$ cat src/rtl/auto_manual_counter_if.sv
// Bundle of the switch-side controls and display-side results for auto_manual_counter.
// master drives the controls and switches; slave is the counter itself.
interface auto_manual_counter_if #(
  parameter int WIDTH = 4
);
  logic             auto;
  logic             load;
  logic             pause;
  logic             dir;
  logic             sat;
  logic [WIDTH-1:0] s_sw;
  logic [WIDTH-1:0] s_op;
  logic             tick;
  logic             tc;
  logic [1:0]       state;

  // All signals are level-sampled on posedge clk; there is no valid/ready
  // handshake: every control is a plain level, every result a registered level
  // or single-cycle strobe (tick, tc).
  modport master (
    output auto, load, pause, dir, sat, s_sw,
    input  s_op, tick, tc, state
  );

  modport slave (
    input  auto, load, pause, dir, sat, s_sw,
    output s_op, tick, tc, state
  );
endinterface

$ cat src/rtl/auto_manual_counter.sv
// Auto/manual display counter: manual mode mirrors the switches, auto mode steps a prescaled
// up/down counter with pause, preload and wrap/saturate. AUTO_MANUAL_PINGPONG_EN selects bounce-at-bounds.
module auto_manual_counter #(
  parameter int WIDTH    = 4,
  parameter int DIV_BITS = 30
) (
  input logic                  clk,
  input logic                  rst_n,
  auto_manual_counter_if.slave bus
);
  localparam logic [1:0] ST_MANUAL = 2'b00;
  localparam logic [1:0] ST_RUN    = 2'b01;
  localparam logic [1:0] ST_HOLD   = 2'b10;

  localparam logic [WIDTH-1:0]    MAX_VAL  = '1;
  localparam logic [WIDTH-1:0]    ONE      = WIDTH'(1);
  localparam logic [DIV_BITS-1:0] PRE_ONE  = DIV_BITS'(1);

  logic [1:0]          state_q, state_d;
  logic [WIDTH-1:0]    op_q, op_d;
  logic [DIV_BITS-1:0] presc_q, presc_d;
  logic                tick_q, tick_d;
  logic                tc_q, tc_d;
  logic                in_auto;
  logic                up;
  logic                at_bound;
  logic [WIDTH-1:0]    step_val;

`ifdef AUTO_MANUAL_PINGPONG_EN
  logic dir_q, dir_d;
  assign up = dir_q;
`else
  assign up = bus.dir;
`endif

  // Every legal transition collapses to: auto off -> MANUAL, else pause picks HOLD/RUN.
  always_comb begin
    state_d = ST_MANUAL;
    if (bus.auto) state_d = bus.pause ? ST_HOLD : ST_RUN;
  end

  // Encoding 11 falls through to the manual behaviour, as does auto dropping this edge.
  assign in_auto  = bus.auto && ((state_q == ST_RUN) || (state_q == ST_HOLD));
  assign at_bound = up ? (op_q == MAX_VAL) : (op_q == '0);

  always_comb begin
    step_val = up ? (op_q + ONE) : (op_q - ONE);
`ifdef AUTO_MANUAL_PINGPONG_EN
    if (at_bound) step_val = up ? (op_q - ONE) : (op_q + ONE);
`else
    // Wrap is the natural modulo result; only saturation needs overriding.
    if (at_bound && bus.sat) step_val = op_q;
`endif
  end

  always_comb begin
    op_d    = op_q;
    presc_d = presc_q;
    tick_d  = 1'b0;
    tc_d    = 1'b0;
`ifdef AUTO_MANUAL_PINGPONG_EN
    dir_d   = dir_q;
`endif
    if (!in_auto) begin
      op_d    = bus.s_sw;
      presc_d = '0;
`ifdef AUTO_MANUAL_PINGPONG_EN
      dir_d   = bus.dir;
`endif
    end else if (bus.load) begin
      op_d    = bus.s_sw;
      presc_d = '0;
`ifdef AUTO_MANUAL_PINGPONG_EN
      dir_d   = bus.dir;
`endif
    end else if (state_q == ST_RUN) begin
      if (&presc_q) begin
        presc_d = '0;
        op_d    = step_val;
        tick_d  = 1'b1;
        tc_d    = at_bound;
`ifdef AUTO_MANUAL_PINGPONG_EN
        if (at_bound) dir_d = ~dir_q;
`endif
      end else begin
        presc_d = presc_q + PRE_ONE;
      end
    end
  end

  always_ff @(posedge clk or negedge rst_n) begin
    if (!rst_n) begin
      state_q <= ST_MANUAL;
      op_q    <= '0;
      presc_q <= '0;
      tick_q  <= 1'b0;
      tc_q    <= 1'b0;
`ifdef AUTO_MANUAL_PINGPONG_EN
      dir_q   <= 1'b1;
`endif
    end else begin
      state_q <= state_d;
      op_q    <= op_d;
      presc_q <= presc_d;
      tick_q  <= tick_d;
      tc_q    <= tc_d;
`ifdef AUTO_MANUAL_PINGPONG_EN
      dir_q   <= dir_d;
`endif
    end
  end

  assign bus.s_op  = op_q;
  assign bus.tick  = tick_q;
  assign bus.tc    = tc_q;
  assign bus.state = state_q;
endmodule
$ cat src/flat_wrapper.sv
// flat-port wrapper written by rule: the top's interface ports become plain ports
module auto_manual_counter_flat 
#(
  parameter int WIDTH    = 4,
  parameter int DIV_BITS = 30
)
  (clk, rst_n, bus_auto, bus_load, bus_pause, bus_dir, bus_sat, bus_s_sw, bus_s_op, bus_tick, bus_tc, bus_state);
  auto_manual_counter_if #(.WIDTH(WIDTH)) bus_i ();
  input logic clk;
  input logic rst_n;
  input wire logic [$bits(bus_i.auto)-1:0] bus_auto;
  input wire logic [$bits(bus_i.load)-1:0] bus_load;
  input wire logic [$bits(bus_i.pause)-1:0] bus_pause;
  input wire logic [$bits(bus_i.dir)-1:0] bus_dir;
  input wire logic [$bits(bus_i.sat)-1:0] bus_sat;
  input wire logic [$bits(bus_i.s_sw)-1:0] bus_s_sw;
  output wire logic [$bits(bus_i.s_op)-1:0] bus_s_op;
  output wire logic [$bits(bus_i.tick)-1:0] bus_tick;
  output wire logic [$bits(bus_i.tc)-1:0] bus_tc;
  output wire logic [$bits(bus_i.state)-1:0] bus_state;
  assign bus_i.auto = bus_auto;
  assign bus_i.load = bus_load;
  assign bus_i.pause = bus_pause;
  assign bus_i.dir = bus_dir;
  assign bus_i.sat = bus_sat;
  assign bus_i.s_sw = bus_s_sw;
  assign bus_s_op = bus_i.s_op;
  assign bus_tick = bus_i.tick;
  assign bus_tc = bus_i.tc;
  assign bus_state = bus_i.state;
  auto_manual_counter #(.WIDTH(WIDTH), .DIV_BITS(DIV_BITS)) u_core (.clk(clk), .rst_n(rst_n), .bus(bus_i));
endmodule
$ cat config.mk
export PLATFORM = sky130hd
export DESIGN_NAME = auto_manual_counter_flat
export DESIGN_NICKNAME = d
export VERILOG_FILES = /design/src/rtl/auto_manual_counter_if.sv /design/src/rtl/auto_manual_counter.sv /design/src/flat_wrapper.sv
export SDC_FILE = /design/constraint.sdc
export NUM_CORES = 1
export LEC_CHECK = 0
export CAP_MARGIN = 20
export CORE_ASPECT_RATIO = 2
export CORE_MARGIN = 4
export CORE_UTILIZATION = 40
export CTS_CLUSTER_SIZE = 24
export DETAILED_ROUTE_END_ITERATION = 16
export PLACE_DENSITY = 0.63
export SYNTH_ARGS = -nofsm -noshare
export SYNTH_HDL_FRONTEND = slang
export SYNTH_SLANG_ARGS = --single-unit
$ cat constraint.sdc
create_clock -name clk -period 2.4 [get_ports clk]
set_input_delay 0.48 -clock clk [delete_from_list [all_inputs] [get_ports clk]]
set_output_delay 0.48 -clock clk [all_outputs]
set_load 0.01 [all_outputs]
After elaboration in Yosys (flattened, before gate mapping). Cells that the tools add are included. W data, S select, Z words.

$add $sub $neg: 3. Multiply operators: 0. Div/mod/pow operators: 0. Order comparisons: 0. Equal/unequal tests: 6. Shift operators: 0. Multiplexer cells: 21. Bitwise logic cells: 0. Reduce and logical (&&, ||, !) cells: 6.

Operators with widths (number): $mux W30 (4); $add A30 B1 Y30 const B (1); $reduce_and A30 Y1 (1); $mux W4 (6); $mux W1 (9); $ne A3 B3 Y1 const B (3); $add A4 B1 Y4 const B (1); $eq A4 B4 Y1 const B (1); $logic_not A4 Y1 (1); $mux W2 (2); $sub A4 B1 Y4 const B (1); $reduce_and A3 Y1 (1); $eq A2 B1 Y1 const B (1); $eq A2 B2 Y1 const B (1); $logic_and A1 B1 Y1 (2); $logic_or A1 B1 Y1 (1).

Register bits: 38. Bits in latches: 0. RAM bits: 0. ROM bits: 0. Bits of input ports: 11. Output and inout bits: 8. Logic and storage cells: 41. Memories kept: 0.

Longest topological paths before layout. Gate-level depths: netlist of run 1.

Depth after elaboration: 8. Mapped depth: 8. Depth with buffers taken out: 7.

Least setup slack after synthesis of run 1. Ideal clock, no wire load.

Path type: register to register. Start: register u_core.state_q[0], in the netlist u_core.bus.state[0]. End: register u_core.presc_q[24]. Setup time: 0.122 ns. Arrival: 1.935 ns. Data required time: 2.278 ns. Setup slack: 0.343 ns. Stages on the path, launching flop included: 7. Buffers on the path: 0. Period minus slack after synthesis: 2.057 ns. Cells stage by stage: dfrtp_1 > ha_1 > or4b_2 > and3_1 > nand3_1 > xor2_1 > nor2_1.

Cells in the longest elaborated chain, start to end: 4. Elaborated cells between the ends (all ways): 6. Classes of those cells: 3 x eq/ne; 1 x mux; 2 x reduce/logical.

RTL lines: start: declaration (line auto_manual_counter.sv:19) `logic [1:0] state_q, state_d;`; start signal: assignment (line auto_manual_counter.sv:102) `state_q <= state_d;`; $eq A2 B1 Y1 / $eq A2 B2 Y1 (equally long branches) (line auto_manual_counter.sv:43, auto_manual_counter.sv:76); $logic_or A1 B1 Y1 (line auto_manual_counter.sv:43) `assign in_auto = bus.auto && ((state_q == ST_RUN) || (state_q == ST_HOLD));`; $logic_and A1 B1 Y1 (line auto_manual_counter.sv:43); $ne A3 B3 Y1 (no line) / $mux W30 (equally long branches); end signal: assignment (line auto_manual_counter.sv:104) `presc_q <= presc_d;`; end: declaration (line auto_manual_counter.sv:21) `logic [DIV_BITS-1:0] presc_q, presc_d;`.

Parallel ways exist; a longest one is shown, timed or not. A chain may end at the register's enable or synchronous reset.

Final worst setup path of run 1.
Start: register u_core.state_q[1], in the netlist u_core.bus.state[1]. End: register u_core.presc_q[24].

The elaborated chain is that of the path after synthesis.

==> metrics, run 1 <==
Iteration-0 DRC Markers=24; post-route worst setup slack=268 ps; DR vias=1,706; Synth Area in XOR/XNOR=11.4%; Final Total Pwr=1310 uW; Setup TNS=0 ps; final setup fails=0; Core Area=4950 um^2; Hold Crit Class=primary input to async pin; n_diodes=0; CP startpoint kind=flip-flop; Via density=5.47; Final Cycle Share=88.8%; Sw Share=22.5%; Fillers=493; Post-Syn Nets=233; Root Driver=clkbuf_8; hold slack=539 ps; Area contributors post-synth=dfrtp_1, xnor2_1, nor2_1; GRT Overall Usage=17.0%; Seq pwr share=50.2%; gr ovfl total=0; antenna violations before repair=0; layout cells sized above 1=12.2%; P_leak=0.00100 uW; vias in the first global route=1,794; IR drop worst, VDD=0.684 mV; Final Hold Viols=0; Max Slew Vio Count=0; cell taking the most area after synthesis=dfrtp_1; Distinct cells, synth=41; Sink Count=38; CTS tree=done; Max Cap Viol=0; YS warnings=0; dominant synthesized flop cell=dfrtp_1; wire length of the first global-routing pass=8320 um; Mapped Avg Cell Area=9.52 um^2; Critical Path Sink Type=flip-flop; path depth of the worst reg2reg path=7; P_sw=295 uW; Rows=36; Worst slew margin=71.9%; EDFF count, synth=0; CTS H-tree lvls=2; GPL Wtd Cong=0.843; Yosys top cell area share=46.0%; CTS buffer count=5; Clock Power Share=41.2%; final net count=270; Syn Inst Count=217; post-CTS setup buffers=0; clk_skew=7.96 ps; post-placement worst setup slack=18.1 ps; Starting Density=41.7%; Slew @ Worst Pin=416 ps; drt wl/cell=14.9 um; # DRC=0; register area share after synthesis=46.0%; dpl hpwl=3460 um; Die H=110 um; Area growth, synth to finish=22.5%; die width=58.8 um; post-synthesis compound-gate area fraction=4.48%; Crit Path Max Fanout=5; # port buffers=18; RSZ-0062 raised after global routing=no; worst skew pair latency=290 ps; Int Pwr=1020 uW; mux cell area share after synthesis=2.48%; routed wire length=4660 um; Setup CP Type=flip-flop to flip-flop; largest family of logic cells by synthesized area=simple AND/OR/NAND/NOR gates; Mapped Area=2070 um^2; combinational share of power=8.7%; area share of fa/ha/maj cells after synthesis=3.39%; clk buf depth=2; die area=6450 um^2; Ports=19; antenna-violating nets left=0; min cycle time layout=2130 ps; outcome=completed; largest net degree at the start of global routing=33; PwrDens=518 nW/um^2; CTS clk-pin slew, worst paths=80 ps; First-pass DRT Iterations=4; FFs w/ async S/R, synth=100%; #FFs+latches synth=38; WP data arrival=2320 ps; Required @ worst endpoint=2590 ps; fmax=469 MHz; simple-gate area share of the yosys netlist=30.3%
==> area by class of cell <==
cell class | instances | area, um^2 | share of cell area (%)
Sequential cell | 38 | 951 | 37.6
Clock buffer | 7 | 76.3 | 3.02
Clock inverter | 1 | 30.0 | 1.19
Tap cell | 57 | 71.3 | 2.82
Timing Repair Buffer | 33 | 303 | 12.0
Inverter | 6 | 22.5 | 0.890
Multi-Input combinational cell | 170 | 1080 | 42.6
==> worst max-delay path, cell delays in order, from the launching register on <==
cell	delay [ps]
dfrtp_1	370
inv_1	50
ha_1	320
or4b_2	760
and3_1	230
nand3_1	90
xor2_1	150
nor2_1	50
==> state kept, by name (all words and copies together), names as in the netlist <==
signal            cells
u_core.presc_q       30
u_core.bus.s_op       4
u_core.bus.state      2
u_core.bus.tc         1
u_core.bus.tick       1
==> cell usage after synthesis (4+ instances only) <==
cell,number
nand3_1,18
nor4_1,9
dfrtp_1,38
nor3_1,5
mux2i_1,4
inv_1,6
a21oi_1,4
o21ai_0,6
nand2_1,14
ha_1,4
nand4_1,11
xor2_1,11
xnor2_1,16
nor2_1,36
==> worst paths after layout <==
kind | from | end | slack (ps)
setup / recovery | u_core.bus.state[1] | u_core.presc_q[24] | 270
hold reg to reg | u_core.presc_q[1] | u_core.presc_q[1] | 540
min in group clk | u_core.presc_q[1] | u_core.presc_q[1] | 540
hold / removal | rst_n | u_core.bus.tick | 540
max in group asynchronous | rst_n | u_core.presc_q[9] | 1220
setup reg to reg | u_core.bus.state[1] | u_core.presc_q[24] | 270
==> kinds of logic after synthesis <==
family | Yosys count
multiplexers | 5
adder cells (fa/ha/maj) | 5
XOR/XNOR | 27
AO/OA/AOI/OAI | 16
AND/OR/NAND/NOR | 117
buffers and inverters | 9
flip-flops | 38
==> power groups by stage <==
stage	Combinational (uW)	Clock [uW]	Sequential, uW
after detailed placement	114	0	670
after CTS	116	563	658
after floorplan	44.5	0	672
final	114	540	658
after global routing	128	586	659
after global placement	113	0	670
==> stage by stage <==
step           cell area (um^2)  util (%)  std cells
6_report                   2530      51.1        312
5_1_grt                    2530      51.1        312
4_1_cts                    2530      51.1        312
3_5_place_dp               2410      48.7        303
3_3_place_gp               2410      48.7        303
2_1_floorplan              2070         -        217
==> cells in the final DEF, fill, tap and decap left out, types with 2 or more instances in the layout <==
cell             instances
nand2_1                 14
a21oi_1                  4
clkbuf_8                 5
xor2_1                  11
nor2_2                   2
nand4_1                 11
nor3_1                   5
nor2_1                  36
inv_1                    6
clkdlybuf4s50_1         17
nand3_1                 18
and3_1                   3
and2_1                   2
mux2i_1                  4
xnor2_1                 16
clkbuf_1                 2
a31oi_1                  3
o21ai_0                  6
nor4_1                   9
buf_4                   13
dfrtp_1                 38
ha_1                     4
==> routing by layer <==
metal  vias to the layer above  wire, um  part of all wire [%]  track usage [%]
met4                         0       109                   2.3             9.08
met1                       841      1850                    40             17.3
met2                        20      2620                    56             31.8
met5                         -         0                     0                0
li1                        839         -                     -                -
met3                         6        91                   2.0             2.47
==> timing repair <==
item,in CTS,in global routing
gates resized for setup,0,0
endpoints found under the setup margin,0,0
hold buffers,1,0
hold endpoints to repair,2,0
Power figures use the tool's default switching activity.
==> run 2: changes to the inputs <==
CORE_MARGIN = 2   (was 4)
GPL_ROUTABILITY_DRIVEN = 0   (was default)
GPL_TIMING_DRIVEN = 0   (was default)
==> run 2 against run 1 <==
Critical path depth unchanged. First-iteration DRC count down 17%. Wire length is 11% lower. Flip-flop and latch count did not move. Register-to-register slack lost 60 ps. Via count fell by 4.6%. Worst setup slack got worse by 100 ps. Non-clock buffer count down 12. Fmax fell by 4.5%. Sequential power about the same. Core utilization shrank 3.5 points. Critical path type is now primary input to flip-flop.
==> metrics, run 2 (same netlist as run 1, synthesis figures left out) <==
antenna violations before repair=0; Hold Crit Class=primary input to async pin; die width=54.8 um; Core Area=5050 um^2; WP data arrival=2400 ps; Rows=37; Root Driver=clkbuf_8; layout cells sized above 1=8.71%; worst skew pair latency=280 ps; Int Pwr=918 uW; most common cell after layout, fill and taps aside=dfrtp_1; Die H=106 um; hold slack=298 ps; clk buf depth=2; Largest register FFs=30; area post-placement=2310 um^2; Ports=19; Max Slew Vio Count=0; PwrDens=494 nW/um^2; # port buffers=18; final setup fails=0; path depth of the worst reg2reg path=7; Finished Core Util=47.6%; DR vias=1,627; Clock Power Share=35.9%; vias in the first global route=1,586; Via density=5.44; First-pass DRT Iterations=4; final net count=258; GR Layer Usage met1=23.5%; wire length of the first global-routing pass=7330 um; Sink Count=38; min cycle time layout=2230 ps; n_diodes=0; fmax=448 MHz; P_sw=269 uW; M3 GR Usage=3.97%; gr ovfl total=0; Iteration-0 DRC Markers=20; Area growth, synth to finish=16.2%; CTS H-tree lvls=2; drt wl/cell=13.8 um; Seq pwr share=55.4%; GRT Overall Usage=16.9%; IR drop worst, VDD=0.320 mV; P_leak=0.000921 uW; Setup TNS=0 ps; GRT met2 Usage=24.7%; antenna-violating nets left=0; fin area=2400 um^2; most frequent cells in the layout=dfrtp_1, nor2_1, nand3_1; dpl hpwl=2990 um; Final Cycle Share=93.0%; RSZ-0062 raised after global routing=no; die area=5790 um^2; CTS clk-pin slew, worst paths=70 ps; Max Cap Viol=0; Final Hold Viols=0; largest net degree at the start of global routing=39; combinational share of power=8.7%; Required @ worst endpoint=2570 ps; Largest Register=u_core.presc_q; Critical Path Sink Type=flip-flop; Worst slew margin=44.2%; clk_skew=7.34 ps; Starting Density=40.9%; Final Total Pwr=1190 uW; CTS buffer count=5; # DRC=0; outcome=completed; Sw Share=22.7%; Setup CP Type=primary input to flip-flop; Crit Path Max Fanout=9; Reg2Reg Setup Slack=210 ps; CTS tree=done; routed wire length=4130 um; Slew @ Worst Pin=837 ps; CP startpoint kind=primary input; Most Crowded Layer GR=met2
run 2: what timing repair did:
item                       in CTS  in global routing
setup endpoints to repair       0                  3
hold buffers                    0                  0
buffers inserted                0                  0
resized for setup               0                  1
run 2: routing by layer:
metal	vias up	part of all wire [%]	wire length [um]
li1	816	-	-
met1	777	47	1930
met2	24	48	1990
met3	10	2.8	117
met4	0	2.3	97
met5	-	0	0
run 2: power groups by stage:
stage	registers, uW	clock network (uW)	logic [uW]
after floorplan	672	0	44.5
after global placement	670	0	103
after detailed placement	670	0	104
after CTS	658	440	104
after global routing	659	471	117
final	658	426	103
run 2: final cells by class:
class / instances / area, um^2
tap: 58 / 72.6
clock buffer: 6 / 82.6
fill: 488 / 2650
sequential: 38 / 951
multi-input combinational: 170 / 1080
timing repair buffer: 18 / 175
buffer: 3 / 15.0
inverter: 6 / 22.5
run 2: path summary, 6_finish.rpt:
check	end	startpoint
worst max-delay path	u_core.presc_q[29]	bus_auto
worst min register to register	u_core.presc_q[1]	u_core.presc_q[1]
worst min-delay path	u_core.bus.s_op[1]	rst_n
worst max register to register	u_core.presc_q[21]	u_core.bus.state[0]
max in group asynchronous	u_core.presc_q[6]	rst_n
min in group clk	u_core.presc_q[1]	u_core.presc_q[1]
run 2: through the flow:
step | setup WS (ps) | instances
3_3_place_gp | -210 | 293
4_1_cts | 22.1 | 299
5_1_grt | 0.324 | 299
2_1_floorplan | 343 | 217
3_5_place_dp | -262 | 293
6_report | 167 | 299
run 2: critical path, cell delays in order:
cell and delay [ps]:
clkdlybuf4s50_1 490, nor4b_2 240, or4b_1 520, buf_2 200, nor4_1 250, xnor2_1 180
nor2_2 40
